<file path="src/rtl/mdu_iter.sv">
// rtl/mdu_iter.sv - iterative RV32M multiply/divide unit, one result bit per cycle
// The first iteration runs on the acceptance edge, so CALC holds for WIDTH-1 edges.
module mdu_iter #(
  parameter int WIDTH = 32,
  parameter int CNT_W = $clog2(WIDTH)
) (
  input  logic             clk,
  input  logic             rst_n,
  input  logic             in_valid,
  output logic             in_ready,
  input  logic [2:0]       op,
  input  logic [WIDTH-1:0] in1,
  input  logic [WIDTH-1:0] in2,
  input  logic             flush,
  output logic             out_valid,
  input  logic             out_ready,
  output logic [WIDTH-1:0] out
);

  localparam logic [1:0] ST_IDLE = 2'd0;
  localparam logic [1:0] ST_CALC = 2'd1;
  localparam logic [1:0] ST_DONE = 2'd2;

  localparam logic [2:0] OP_MULH   = 3'b001;
  localparam logic [2:0] OP_MULHSU = 3'b010;
  localparam logic [2:0] OP_DIV    = 3'b100;
  localparam logic [2:0] OP_REM    = 3'b110;

  localparam int W2 = 2 * WIDTH;
  localparam logic [CNT_W-1:0] CNT_LAST = CNT_W'(WIDTH - 2);
  localparam logic [WIDTH-1:0] MIN_NEG = {1'b1, {(WIDTH-1){1'b0}}};

  logic [1:0]       state_q, state_d;
  logic [CNT_W-1:0] cnt_q, cnt_d;
  logic [2:0]       op_q, op_d;
  logic             neg_q, neg_d;
  logic [WIDTH-1:0] b_q, b_d;
  logic [W2-1:0]    acc_q, acc_d;
  logic [WIDTH-1:0] rem_q, rem_d;
  logic [WIDTH-1:0] quo_q, quo_d;
  logic [WIDTH-1:0] out_q, out_d;

  // Shift-add: multiplier sits in the low half and drains out to the right.
  function automatic logic [W2-1:0] mul_step(input logic [W2-1:0] acc,
                                             input logic [WIDTH-1:0] b);
    logic [WIDTH:0] sum;
    sum = {1'b0, acc[W2-1:WIDTH]} + (acc[0] ? {1'b0, b} : {(WIDTH+1){1'b0}});
    return {sum, acc[WIDTH-1:1]};
  endfunction

  function automatic logic [W2-1:0] div_step(input logic [WIDTH-1:0] rem,
                                             input logic [WIDTH-1:0] quo,
                                             input logic [WIDTH-1:0] b);
    logic [WIDTH:0] sh;
    sh = {rem, quo[WIDTH-1]};
    if (sh >= {1'b0, b}) begin
      return {WIDTH'(sh - {1'b0, b}), quo[WIDTH-2:0], 1'b1};
    end
    return {sh[WIDTH-1:0], quo[WIDTH-2:0], 1'b0};
  endfunction

  logic             sgn1_in, sgn2_in, div_zero, div_ovf, special;
  logic [WIDTH-1:0] mag1, mag2, special_res;
  logic [W2-1:0]    mul_init, div_init, mul_calc, div_calc;

  assign sgn1_in = in1[WIDTH-1] & (op == OP_MULH || op == OP_MULHSU || op == OP_DIV || op == OP_REM);
  assign sgn2_in = in2[WIDTH-1] & (op == OP_MULH || op == OP_DIV || op == OP_REM);
  assign mag1 = sgn1_in ? (~in1 + WIDTH'(1)) : in1;
  assign mag2 = sgn2_in ? (~in2 + WIDTH'(1)) : in2;

  assign div_zero = op[2] & (in2 == '0);
  assign div_ovf  = (op == OP_DIV || op == OP_REM) & (in1 == MIN_NEG) & (&in2);
  assign special  = div_zero | div_ovf;
  assign special_res = div_zero ? (op[1] ? in1 : '1) : (op[1] ? '0 : in1);

  assign mul_init = mul_step({{WIDTH{1'b0}}, mag2}, mag1);
  assign div_init = div_step('0, mag1, mag2);
  assign mul_calc = mul_step(acc_q, b_q);
  assign div_calc = div_step(rem_q, quo_q, b_q);

  logic [W2-1:0]    prod_fix;
  logic [WIDTH-1:0] quo_fix, rem_fix, calc_res;

  always_comb begin
    prod_fix = neg_q ? (~mul_calc + W2'(1)) : mul_calc;
    quo_fix  = neg_q ? (~div_calc[WIDTH-1:0] + WIDTH'(1)) : div_calc[WIDTH-1:0];
    rem_fix  = neg_q ? (~div_calc[W2-1:WIDTH] + WIDTH'(1)) : div_calc[W2-1:WIDTH];
    if (op_q[2]) begin
      calc_res = op_q[1] ? rem_fix : quo_fix;
    end else begin
      calc_res = (op_q[1:0] == 2'b00) ? prod_fix[WIDTH-1:0] : prod_fix[W2-1:WIDTH];
    end
  end

  always_comb begin
    state_d = state_q;
    cnt_d   = cnt_q;
    op_d    = op_q;
    neg_d   = neg_q;
    b_d     = b_q;
    acc_d   = acc_q;
    rem_d   = rem_q;
    quo_d   = quo_q;
    out_d   = out_q;
    if (flush) begin
      state_d = ST_IDLE;
      cnt_d   = '0;
    end else begin
      case (state_q)
        ST_IDLE: begin
          if (in_valid) begin
            op_d  = op;
            cnt_d = '0;
            neg_d = (op[2] & op[1]) ? sgn1_in : (sgn1_in ^ sgn2_in);
            b_d   = op[2] ? mag2 : mag1;
            acc_d = mul_init;
            {rem_d, quo_d} = div_init;
            if (special) begin
              out_d   = special_res;
              state_d = ST_DONE;
            end else begin
              state_d = ST_CALC;
            end
          end
        end
        ST_CALC: begin
          if (op_q[2]) begin
            {rem_d, quo_d} = div_calc;
          end else begin
            acc_d = mul_calc;
          end
          cnt_d = cnt_q + CNT_W'(1);
          if (cnt_q == CNT_LAST) begin
            out_d   = calc_res;
            state_d = ST_DONE;
          end
        end
        ST_DONE: begin
          if (out_ready) begin
            state_d = ST_IDLE;
          end
        end
        default: state_d = ST_IDLE;
      endcase
    end
  end

  always_ff @(posedge clk or negedge rst_n) begin
    if (!rst_n) begin
      state_q <= ST_IDLE;
      cnt_q   <= '0;
      op_q    <= '0;
      neg_q   <= 1'b0;
      b_q     <= '0;
      acc_q   <= '0;
      rem_q   <= '0;
      quo_q   <= '0;
      out_q   <= '0;
    end else begin
      state_q <= state_d;
      cnt_q   <= cnt_d;
      op_q    <= op_d;
      neg_q   <= neg_d;
      b_q     <= b_d;
      acc_q   <= acc_d;
      rem_q   <= rem_d;
      quo_q   <= quo_d;
      out_q   <= out_d;
    end
  end

  assign in_ready  = (state_q == ST_IDLE);
  assign out_valid = (state_q == ST_DONE);
  assign out       = out_q;

endmodule

</file>
<file path="config.mk">
export PLATFORM = sky130hd
export DESIGN_NAME = mdu_iter
export DESIGN_NICKNAME = d
export VERILOG_FILES = /design/src/rtl/mdu_iter.sv
export SDC_FILE = /design/constraint.sdc
export NUM_CORES = 1
export LEC_CHECK = 0
export CORE_ASPECT_RATIO = 0.9
export CORE_MARGIN = 2
export CORE_UTILIZATION = 52
export CTS_BUF_LIST = sky130_fd_sc_hd__clkbuf_2 sky130_fd_sc_hd__clkbuf_4 sky130_fd_sc_hd__clkbuf_8
export DETAILED_ROUTE_END_ITERATION = 10
export MAX_ROUTING_LAYER = met4
export PLACE_DENSITY = 0.67
export SYNTH_ARGS = -nofsm -noshare
export SYNTH_HDL_FRONTEND = slang
export SYNTH_SLANG_ARGS = --single-unit
</file>
<file path="constraint.sdc">
create_clock -name clk -period 12.7 [get_ports clk]
set_input_delay 1.27 -clock clk [delete_from_list [all_inputs] [get_ports clk]]
set_output_delay 1.27 -clock clk [all_outputs]
set_load 0.01 [all_outputs]
</file>
## After elaboration in Yosys (flattened, before gate mapping)

Index checks and enable logic that the tools add are counted.

| word-level totals | value |
|---|---|
| bits in registers | 203 |
| output and inout port bits | 34 |
| input port bits | 72 |

| operators by class | value |
|---|---|
| equality and inequality tests | 16 |
| $add $sub $neg | 9 |
| magnitude comparators | 2 |
| muxes and demuxes | 43 |
| reductions and logical operators | 18 |
| bitwise operators | 14 |

Operator list:

| operator | count |
|---|---|
| $mux 32 | 20 |
| $mux 64 | 7 |
| $pmux 32 s2 | 3 |
| $add 32x1->32 const B | 4 |
| $not 32->32 | 4 |
| $pmux 64 s2 | 1 |
| $add 64x1->64 const B | 1 |
| $not 64->64 | 1 |
| $add 32x32->33 | 1 |
| $ge 33x32->1 | 1 |
| $eq 32x32->1 const B | 1 |
| $ge 1x32->1 | 1 |
| $logic_not 32->1 | 1 |
| $reduce_and 32->1 | 1 |
| $sub 1x32->32 | 1 |
| $sub 32x32->32 | 1 |
| $mux 2 | 5 |
| $mux 5 | 2 |
| $pmux 5 s2 | 1 |
| $ne 2x2->1 const B | 4 |
| $reduce_and 4->1 | 2 |
| $and 1x1->1 | 6 |
| $eq 3x3->1 const B | 2 |
| $logic_or 1x1->1 | 6 |
| 20 further kinds | 25 |

## Longest topological paths before layout

Gate-level depths: netlist (run 1).

| depth | value |
|---|---|
| depth after elaboration | 11 |
| mapped depth | 25 |
| gate-level depth less buffers | 21 |

## Least setup slack after synthesis (run 1)

No wires, ideal clock.

| timing | value |
|---|---|
| path type | register to register |
| start | register rem_q[9] |
| end | register out_q[28], in the netlist out[28] |
| period minus slack after synthesis | 4,989 ps |
| buffers on the path | 5 |
| stages on the path, launching flop included | 25 |
| slack | 7,711 ps |
| arrival | 4,855 ps |
| cells stage by stage | dfrtp_1 > ha_1 > clkbuf_1 > a21oi_1 > o21ai_0 > a221oi_2 > a21oi_1 > or2_1 > buf_4 > inv_1 > buf_2 > buf_2 > buf_1 > ha_1 > nand2b_1 > or3_1 > nand2b_1 > nand2b_1 > nand2b_1 > o21ai_1 > xor2_1 > nor2_1 > a31o_2 > a221oi_1 > a31oi_1 |

| between the ends | value |
|---|---|
| longest elaborated chain between the ends | 10 |

Ends and longest elaborated chain:

| item | line | RTL |
|---|---|---|
| start: declaration | 39 | `logic [WIDTH-1:0] rem_q, rem_d;` |
| start signal: assignment | 166 | `rem_q <= rem_d;` |
| $sub 32x32->32 / $ge 33x32->1 (equally long branches) | 57, 56 |  |
| $mux 64 / $mux 1 (equally long branches) | 56 | `if (sh >= {1'b0, b}) begin` |
| $mux 64 * | 59 | `return {sh[WIDTH-1:0], quo[WIDTH-2:0], 1'b0};` |
| $not 32->32 (on tied branches) | 87, 86 |  |
| $add 32x1->32 (on tied branches) | 87, 86 |  |
| $mux 32 (on tied branches) | 87, 86 |  |
| $mux 32 * | 89 | `calc_res = op_q[1] ? rem_fix : quo_fix;` |
| $mux 32 * | 88 | `if (op_q[2]) begin` |
| $mux 32 * | 133 | `if (cnt_q == CNT_LAST) begin` |
| $pmux 32 s2 * | 109 | `case (state_q)` |
| end signal: assignment | 168 | `out_q <= out_d;` |
| end: declaration | 41 | `logic [WIDTH-1:0] out_q, out_d;` |

Mark *: on every way between the ends. The rest lies on a longest branch, timed or not. The select of a mux whose other input is x is not followed.
A chain may end at the register's enable or synchronous reset.

## Final worst setup path (run 1)

| timing | value |
|---|---|
| start | register b_q[24] |
| end | register out_q[24], in the netlist out[24] |

| between the ends | value |
|---|---|
| longest elaborated chain between the ends | 10 |

Ends and longest elaborated chain:

| item | line | RTL |
|---|---|---|
| start: declaration | 37 | `logic [WIDTH-1:0] b_q, b_d;` |
| start signal: assignment | 154 | `b_q <= '0;` |
| start signal: assignment | 164 | `b_q <= b_d;` |
| $sub 32x32->32 / $ge 33x32->1 (equally long branches) | 57, 56 |  |
| $mux 64 / $mux 1 (equally long branches) | 56 |  |
| $mux 64 | 59 |  |
| $not 32->32 (on tied branches) | 87, 86 |  |
| $add 32x1->32 (on tied branches) | 87, 86 |  |
| $mux 32 (on tied branches) | 87, 86 |  |
| $mux 32 | 89 |  |
| $mux 32 * | 88 |  |
| $mux 32 * | 133 |  |
| $pmux 32 s2 * | 109 |  |

Marked as above.

==> key figures, run 1 <==
Outcome
  • Status: finished clean

Clock network
  • Post-CTS setup buffer count: 0
  • CTS tree: done
  • Clock Sinks: 203
  • Clock buffer depth: 3
  • CTS H-tree lvls: 2
  • Clk Latency, worst-skew pair: ~0.58 ns
  • Cts hold-fix bufs: 0
  • CTS Buf Count: 39
  • Clk root buf: clkbuf_8
  • Worst-path clk slew: 0.06 ns
  • Post_cts resized: 0

Yosys
  • Avg Inst Size Synth: ~7.4 µm²
  • Synth Warn #: 0
  • Synth cell types: 94
  • Async set or reset register ratio after synthesis: 1.000
  • Register bit total from synthesis: about 200
  • Post-synth EDFFs: 0
  • Syn Inst Count: around 2700
  • Yosys top cell by area: dfrtp_1
  • Sequential share of the synthesized area: 0.2607
  • Synth Flop Type: dfrtp_1
  • Share of the synthesized area in the top cell type: 0.2607
  • Post-Syn Nets: 2800
  • Cell Area, Synth: between 15000 and 20000 µm²
  • Synth area leaders: dfrtp_1, o21ai_0, nand2_1

Flow run
  • Max-Cap Viols: 0

Finish
  • Post-Layout Inst Area: between 20000 and 25000 µm²
  • Seq. cell area: slightly above 5000 µm²
  • Syn-to-layout area delta: 10.74%
  • Final Core Density: 0.5824
  • Fillers: approximately 3500
  • Multi-input gate area: 13450 µm²
  • Finished Layout Cells: between 3000 and 4000
  • Nets: between 2000 and 3000
  • Share of cells above drive strength 1: 0.05643

Pwr
  • Total power: roughly 5600 µW
  • Leak pwr: between 0.008 and 0.009 µW
  • Cell area power density: approximately 260 nW/µm²
  • Worst VDD drop: about 0.00014 V

Critical path
  • Slowest stage cell on the critical path: a221oi_1
  • Worst Path Max Fanout: 47
  • Critical path, cell by cell: inv_1 -> ha_1 -> a21oi_1 -> o21ai_0 -> a21oi_1 -> o221ai_1 -> or2_2 -> buf_4 -> inv_1 -> buf_4 -> ha_1 -> nand2b_1 -> or3_1 -> nand2b_1 -> nand2b_1 -> o31ai_1 -> xor2_1 -> o221ai_1 -> a221oi_1 -> a21oi_1
  • R2r setup slk: 6.75 ns
  • Worst path required time: roughly 13 ns
  • WP buf/inv: 4
  • Crit path launch type: flop
  • Worst setup path class: flop to flop
  • Critical Path AT: 6.37 ns
  • CP max stage delay: between 0.4 and 0.5 ns
  • Crit path capture type: flop
  • CP delay by family, top: compound AO/OA/AOI/OAI gates

Detailed routing
  • Via count: about 21000
  • Detailed Route Iter0 Violations: roughly 3200
  • Drt total wl: 80650 µm
  • Vias per cell: between 6 and 7
  • Drt pass-1 iters: 7
  • Remaining routing DRC violations: 0
  • Wire per inst: around 25 µm
  • Routed Antenna Nets: 0

STA
  • Post-route setup TNS: 0 ns
  • RSZ-0062 raised after global routing: false
  • Max transition margin: 0.1751
  • # setup viols final: 0
  • Fin crit share: 0.4688
  • Clk_skew: 0.04244 ns
  • Tmin final: a little under 6 ns
  • Final Max Tran Viols: 0
  • Final Hold Fails: 0
  • Worst-Margin Slew: between 1 and 1.5 ns
  • F_max: 168.0 MHz

Floorplanning
  • CORE AREA: approximately 37000 µm²
  • Chip Height: roughly 190 µm
  • Die area: between 30000 and 40000 µm²
  • Die Wd: about 210 µm
  • Row cnt: 67
  • Initial core utilization: 0.5259
  • Ports: 106

GRT
  • Largest net degree at the start of global routing: 99
  • Number of global-route vias before repair: 18820
  • First-pass GRT wire length: 119600 µm
  • Overflow after GRT: 0
  • Gr usage total: 0.4142
  • Initial antenna violation count: 1

Placement
  • Placed cell count: 3091
  • Dpl cell area: between 20000 and 25000 µm²
  • Number of port buffers: between 100 and 150
  • Hpwl dp: between 60000 and 70000 µm
  • Gpl congestion: about 1.1

Hold path
  • Hold WC Path Type: flop to flop
registers in the layout, summed over array words and instances (netlist names):
register  count
b_q          32
quo_q        32
cnt_q         5
out          32
state_q       2
acc_q        64
neg_q         1
op_q          3
rem_q        32
stage by stage:
stage,hold WS (ns),worst slack [ns]
5_1_grt,0.5038,6.453
2_1_floorplan,0.4531,7.711
3_3_place_gp,0.4659,6.575
3_5_place_dp,0.4683,6.461
4_1_cts,0.4821,6.923
6_report,0.4794,6.746
kinds of logic (layout without fill, tap and decap cells):
logic type               Yosys count  count (layout)  synth area share
buffers and inverters            250             275           0.05111
flip-flops                       203             203            0.2607
AND/OR/NAND/NOR                  991             991            0.2353
AO/OA/AOI/OAI                    860             860            0.2764
adder cells (fa/ha/maj)           77              77           0.05021
XOR/XNOR                         212             212           0.09528
other                              0               4                 0
multiplexers                      58              58           0.03101
routing by layer:
metal,share of wire,track usage,up-vias
li1,-,-,9570
met1,0.43,0.5912,10060
met2,0.39,0.5477,1314
met3,0.12,0.09044,151
met4,0.055,0.2013,0
met5,0,-,-
layout by cell type, fill, tap and decap left out, types with 16 or more instances in the layout:
cell / n
o211ai_1: 17
or3_1: 32
o31ai_1: 39
nand2_1: 364
clkbuf_8: 50
a21oi_1: 221
buf_4: 31
nor4_1: 27
nand2b_1: 25
o21ai_0: 290
o22a_1: 18
mux2i_1: 48
o221ai_1: 26
or4_1: 18
o41ai_1: 16
and2_1: 41
nand3_1: 34
a31oi_1: 31
ha_1: 75
nand4_1: 32
inv_1: 71
a211oi_1: 21
clkdlybuf4s50_1: 103
xor2_1: 101
dfrtp_1: 202
xnor2_1: 111
nor3_1: 48
nor2_1: 292
worst paths after layout:
| path | from | to | depth (start not counted) |
|---|---|---|---|
| max in group asynchronous | rst_n | rem_q[25]$_DFFE_PN0P_ | 2 |
| min reg2reg | out[4]$_DFFE_PN0P_ | out[4]$_DFFE_PN0P_ | 2 |
| min | out[4]$_DFFE_PN0P_ | out[4]$_DFFE_PN0P_ | 2 |
| max | b_q[24]$_DFFE_PN0P_ | out[24]$_DFFE_PN0P_ | 20 |
| max reg2reg | b_q[24]$_DFFE_PN0P_ | out[24]$_DFFE_PN0P_ | 20 |
| min in group asynchronous | rst_n | acc_q[14]$_DFFE_PN0P_ | 1 |
tightest hold or removal path: stages (launching register included):
cell	delay, ns
dfrtp_1	0.34
nand2_1	0.04
o21ai_0	0.06
cell type report:
cell class / instances / share of cell area
flip-flops and latches: 203 / 0.2356
well taps: 483 / 0.02800
diodes: 4 / 0.0004638
clock inverters: 7 / 0.005102
clock buffers: 61 / 0.03571
repair buffers: 136 / 0.05949
multi-input cells: 2198 / 0.6233
inverters: 71 / 0.01235
cells in the mapped netlist, types with 18 or more instances:
library cell / n
xnor2_1: 111
mux2i_1: 48
nand4_1: 32
nand2b_1: 26
nor4_1: 27
o221ai_1: 26
nor2_1: 292
nand3_1: 34
xor2_1: 101
o21ai_0: 290
o22a_1: 18
or4_1: 18
nor3_1: 48
ha_1: 75
o31ai_1: 39
buf_2: 21
dfrtp_1: 203
clkbuf_1: 134
nand2_1: 365
or3_1: 32
a31oi_1: 31
and2_1: 41
inv_1: 71
a211oi_1: 21
a21oi_1: 222
power by group:
part	internal, µW	switching [µW]
Clock	445	312
Sequential	869	341
Combinational	1260	2380
Total	2570	3040
(Power assumes the default switching activity.)
==> run 2: changes to the inputs <==
Settings changed: PLACE_DENSITY 0.67 to 0.7.
Clock period 12.7 ns to 5.47 ns, I/O delays scaled along.
==> run 2 against run 1 <==
The flow now finishes with violations (hold timing). Cell count grew 1.2%. Clock skew shrank 0.013 ns. Wire length grew 1.5%. Global-route usage grew 1.1 points. First-iteration DRC count shrank 5.7%. Die area is the same. Critical path depth shrank 4. Hold slack lost 0.56 ns. Core utilization grew 0.82 points. Worst setup slack lost 6.5 ns. Final area grew 1.4%. Maximum frequency grew 13%. Largest power group unchanged. Highest routed layer unchanged.
==> key figures, run 2 (same netlist as run 1, synthesis figures left out) <==
Floorplanning
  • CORE AREA: 37050 µm² (unchanged)
  • Chip Height: 187.7 µm (unchanged)
  • Die Wd: 208.1 µm (unchanged)
  • Row cnt: 67 (unchanged)
  • Die area: 39040 µm² (unchanged)
  • Ports: 106 (unchanged)
  • Initial core utilization: 0.5259 (unchanged)

Clock network
  • Clk Latency, worst-skew pair: 0.61 ns (was 0.58 ns)
  • Worst-path clk slew: 0.06 ns (about the same)
  • Clk root buf: clkbuf_8 (unchanged)
  • Clock buffer depth: 3 (unchanged)
  • CTS H-tree lvls: 2 (unchanged)
  • Clock Sinks: 203 (unchanged)
  • Post_cts resized: 0 (unchanged)
  • Cts hold-fix bufs: 0 (unchanged)
  • Post-CTS setup buffer count: 0 (unchanged)
  • CTS tree: done (unchanged)
  • CTS Buf Count: 39 (unchanged)

GRT
  • Number of global-route vias before repair: 19140 (was 18820)
  • Gr usage total: 0.4247 (was 0.4142)
  • First-pass GRT wire length: 122600 µm (was 119600 µm)
  • Initial antenna violation count: 5 (was 1)
  • Largest net degree at the start of global routing: 100 (was 99)
  • Overflow after GRT: 0 (unchanged)

Pwr
  • Cell area power density: 598.6 nW/µm² (was 259.9 nW/µm²)
  • Seq pwr share: 0.204 (was 0.216)
  • Comb power frac: 0.662 (was 0.649)
  • NetSw: 7022 µW (was 3037 µW)
  • Leak pwr: 0.008959 µW (was 0.008781 µW)
  • Clock share of power: 0.134 (was 0.135)
  • Sw Share: 0.5360 (was 0.5416)
  • Worst VDD drop: 0.0002703 V (was 0.0001405 V)
  • Cell internal pwr: 6079 µW (was 2571 µW)

STA
  • Tmin final: 5.266 ns (was 5.954 ns)
  • Clk_skew: 0.02982 ns (was 0.04244 ns)
  • # setup viols final: 0 (unchanged)
  • RSZ-0062 raised after global routing: false (unchanged)
  • Final Hold Fails: 15 (was 0)
  • Fin crit share: 0.9626 (was 0.4688)
  • Post-route setup TNS: 0 ns (unchanged)
  • Final Max Tran Viols: 0 (unchanged)
  • Worst-Margin Slew: 1.119 ns (was 1.228 ns)
  • F_max: 189.9 MHz (was 168.0 MHz)
  • Max transition margin: 0.2483 (was 0.1751)
  • Worst hold margin: -0.08373 ns (was 0.4794 ns)

Detailed routing
  • Vias per cell: 6.671 (was 6.668)
  • Drt pass-1 iters: 8 (was 7)
  • Drt total wl: 81890 µm (was 80650 µm)
  • Wire per inst: 25.58 µm (was 25.50 µm)
  • Remaining routing DRC violations: 0 (unchanged)
  • Routed Antenna Nets: 0 (unchanged)
  • Detailed Route Iter0 Violations: 2995 (was 3175)
  • Via count: 21360 (was 21090)

Critical path
  • R2R depth: 16 (was 20)
  • Worst path required time: 5.93 ns (was 13.11 ns)
  • Crit path launch type: flop (unchanged)
  • R2R Path End: out[20]$_DFFE_PN0P_ (was out[24]$_DFFE_PN0P_)
  • R2r setup slk: 0.20 ns (was 6.75 ns)
  • Critical Path AT: 5.72 ns (was 6.37 ns)
  • Worst Path Max Fanout: 4 (was 47)
  • Worst flop-to-flop path startpoint: b_q[0]$_DFFE_PN0P_ (was b_q[24]$_DFFE_PN0P_)
  • Crit path capture type: flop (unchanged)
  • Worst setup path class: flop to flop (unchanged)

Finish
  • Seq. cell area: 5084 µm² (unchanged)
  • Share of cells above drive strength 1: 0.07145 (was 0.05643)
  • Commonest non-fill, non-tap cell in the layout: nand2_1 (unchanged)
  • Max reg flops: 64 (unchanged)
  • Fillers: 3518 (was 3531)
  • Syn-to-layout area delta: 12.31% (was 10.74%)
  • Post-Layout Inst Area: 21890 µm² (was 21580 µm²)
  • Multi-input gate area: 13470 µm² (was 13450 µm²)
  • Highest-count cells in the layout ignoring fill and taps: nand2_1, nor2_1, o21ai_0 (unchanged)
  • Largest register by flop count: acc_q (unchanged)
  • Nets: 2838 (was 2798)

Placement
  • Gpl congestion: 1.118 (was 1.100)
  • Dpl cell area: 21000 µm² (was 20690 µm²)
  • Number of port buffers: 105 (unchanged)
  • Hpwl dp: 63660 µm (was 62370 µm)

Outcome
  • Status: finished with violations (was finished clean)
  • Failing checks: hold timing

Hold path
  • Hold WC Path Type: input pin to async pin (was flop to flop)

Flow run
  • Max-Cap Viols: 0 (unchanged)
run 2: cell types whose count changed in the layout (fill, tap and decap cells not counted), moves of 2 or more:
cell	change
clkinvlp_4	+3
clkbuf_8	-2
buf_4	+40
clkinv_2	-3
run 2: worst max-delay path, cell delays in order, from the launching register on:
cell and delay, ns:
dfrtp_1 0.44, and2_1 0.19, ha_1 0.25, fa_1 0.47, a21oi_1 0.26, o21ai_1 0.25, o311ai_0 0.53, buf_4 0.20
o211ai_1 0.17, xnor2_1 0.40, o2111ai_1 0.30, nor3_2 0.40, a21oi_1 0.20, xnor2_1 0.54, o21ai_0 0.17, a21oi_1 0.24
o21ai_0 0.11
run 2: layout make-up:
class,count,area share
clock inverter,7,0.005374
tap,483,0.02761
multi-input combinational,2198,0.6154
inverter,71,0.01218
clock buffer,60,0.03430
sequential,203,0.2323
timing repair buffer,176,0.07238
antenna,4,0.0004574
run 2: how the worst max path moves through the flow:
| stage | depth (start not counted) | slack [ns] | endpoint | from |
|---|---|---|---|---|
| 3_5_place_dp | 20 | 0.36 | rem_q[15]$_DFFE_PN0P_ | in1[20] |
| 6_report | 16 | 0.20 | out[20]$_DFFE_PN0P_ | b_q[0]$_DFFE_PN0P_ |
| 5_1_grt | 16 | 0.02 | out[28]$_DFFE_PN0P_ | b_q[0]$_DFFE_PN0P_ |
| 4_1_cts | 19 | 0.33 | out[28]$_DFFE_PN0P_ | b_q[12]$_DFFE_PN0P_ |
| 3_3_place_gp | 20 | 0.54 | rem_q[23]$_DFFE_PN0P_ | in1[20] |
| 2_1_floorplan | 24 | 0.48 | out[28]$_DFFE_PN0P_ | rem_q[9]$_DFFE_PN0P_ |
run 2: routing by layer:
| metal | GRT usage | wire length, µm | vias to the layer above |
|---|---|---|---|
| met5 | - | 0 | - |
| met4 | 0.2117 | 4882 | 0 |
| met3 | 0.08977 | 9339 | 221 |
| met2 | 0.5854 | 33130 | 1281 |
| met1 | 0.5863 | 34540 | 10190 |
| li1 | - | - | 9668 |
run 2: power by group through the flow:
stage	logic (µW)	clock network [µW]	registers [µW]
final	8670	1750	2680
after global routing	9300	1820	2730
after CTS	8350	1750	2640
after detailed placement	8280	0	2670
after global placement	8240	0	2650
after floorplan	5640	0	2460
run 2: metrics by stage:
| step | hold slack [ns] | util | setup WS [ns] | cells | total power (µW) |
|---|---|---|---|---|---|
| after detailed placement | 0.4654 | 0.5666 | 0.3595 | 3131 | 10940 |
| after floorplan | 0.2514 | - | 0.4806 | 2651 | 8107 |
| final | -0.08373 | 0.5907 | 0.2043 | 3202 | 13100 |
| after global routing | 0.06087 | 0.5907 | 0.01829 | 3202 | 13840 |
| after global placement | 0.4659 | 0.5666 | 0.5379 | 3131 | 10880 |
| after CTS | 0.04211 | 0.5901 | 0.3330 | 3198 | 12740 |
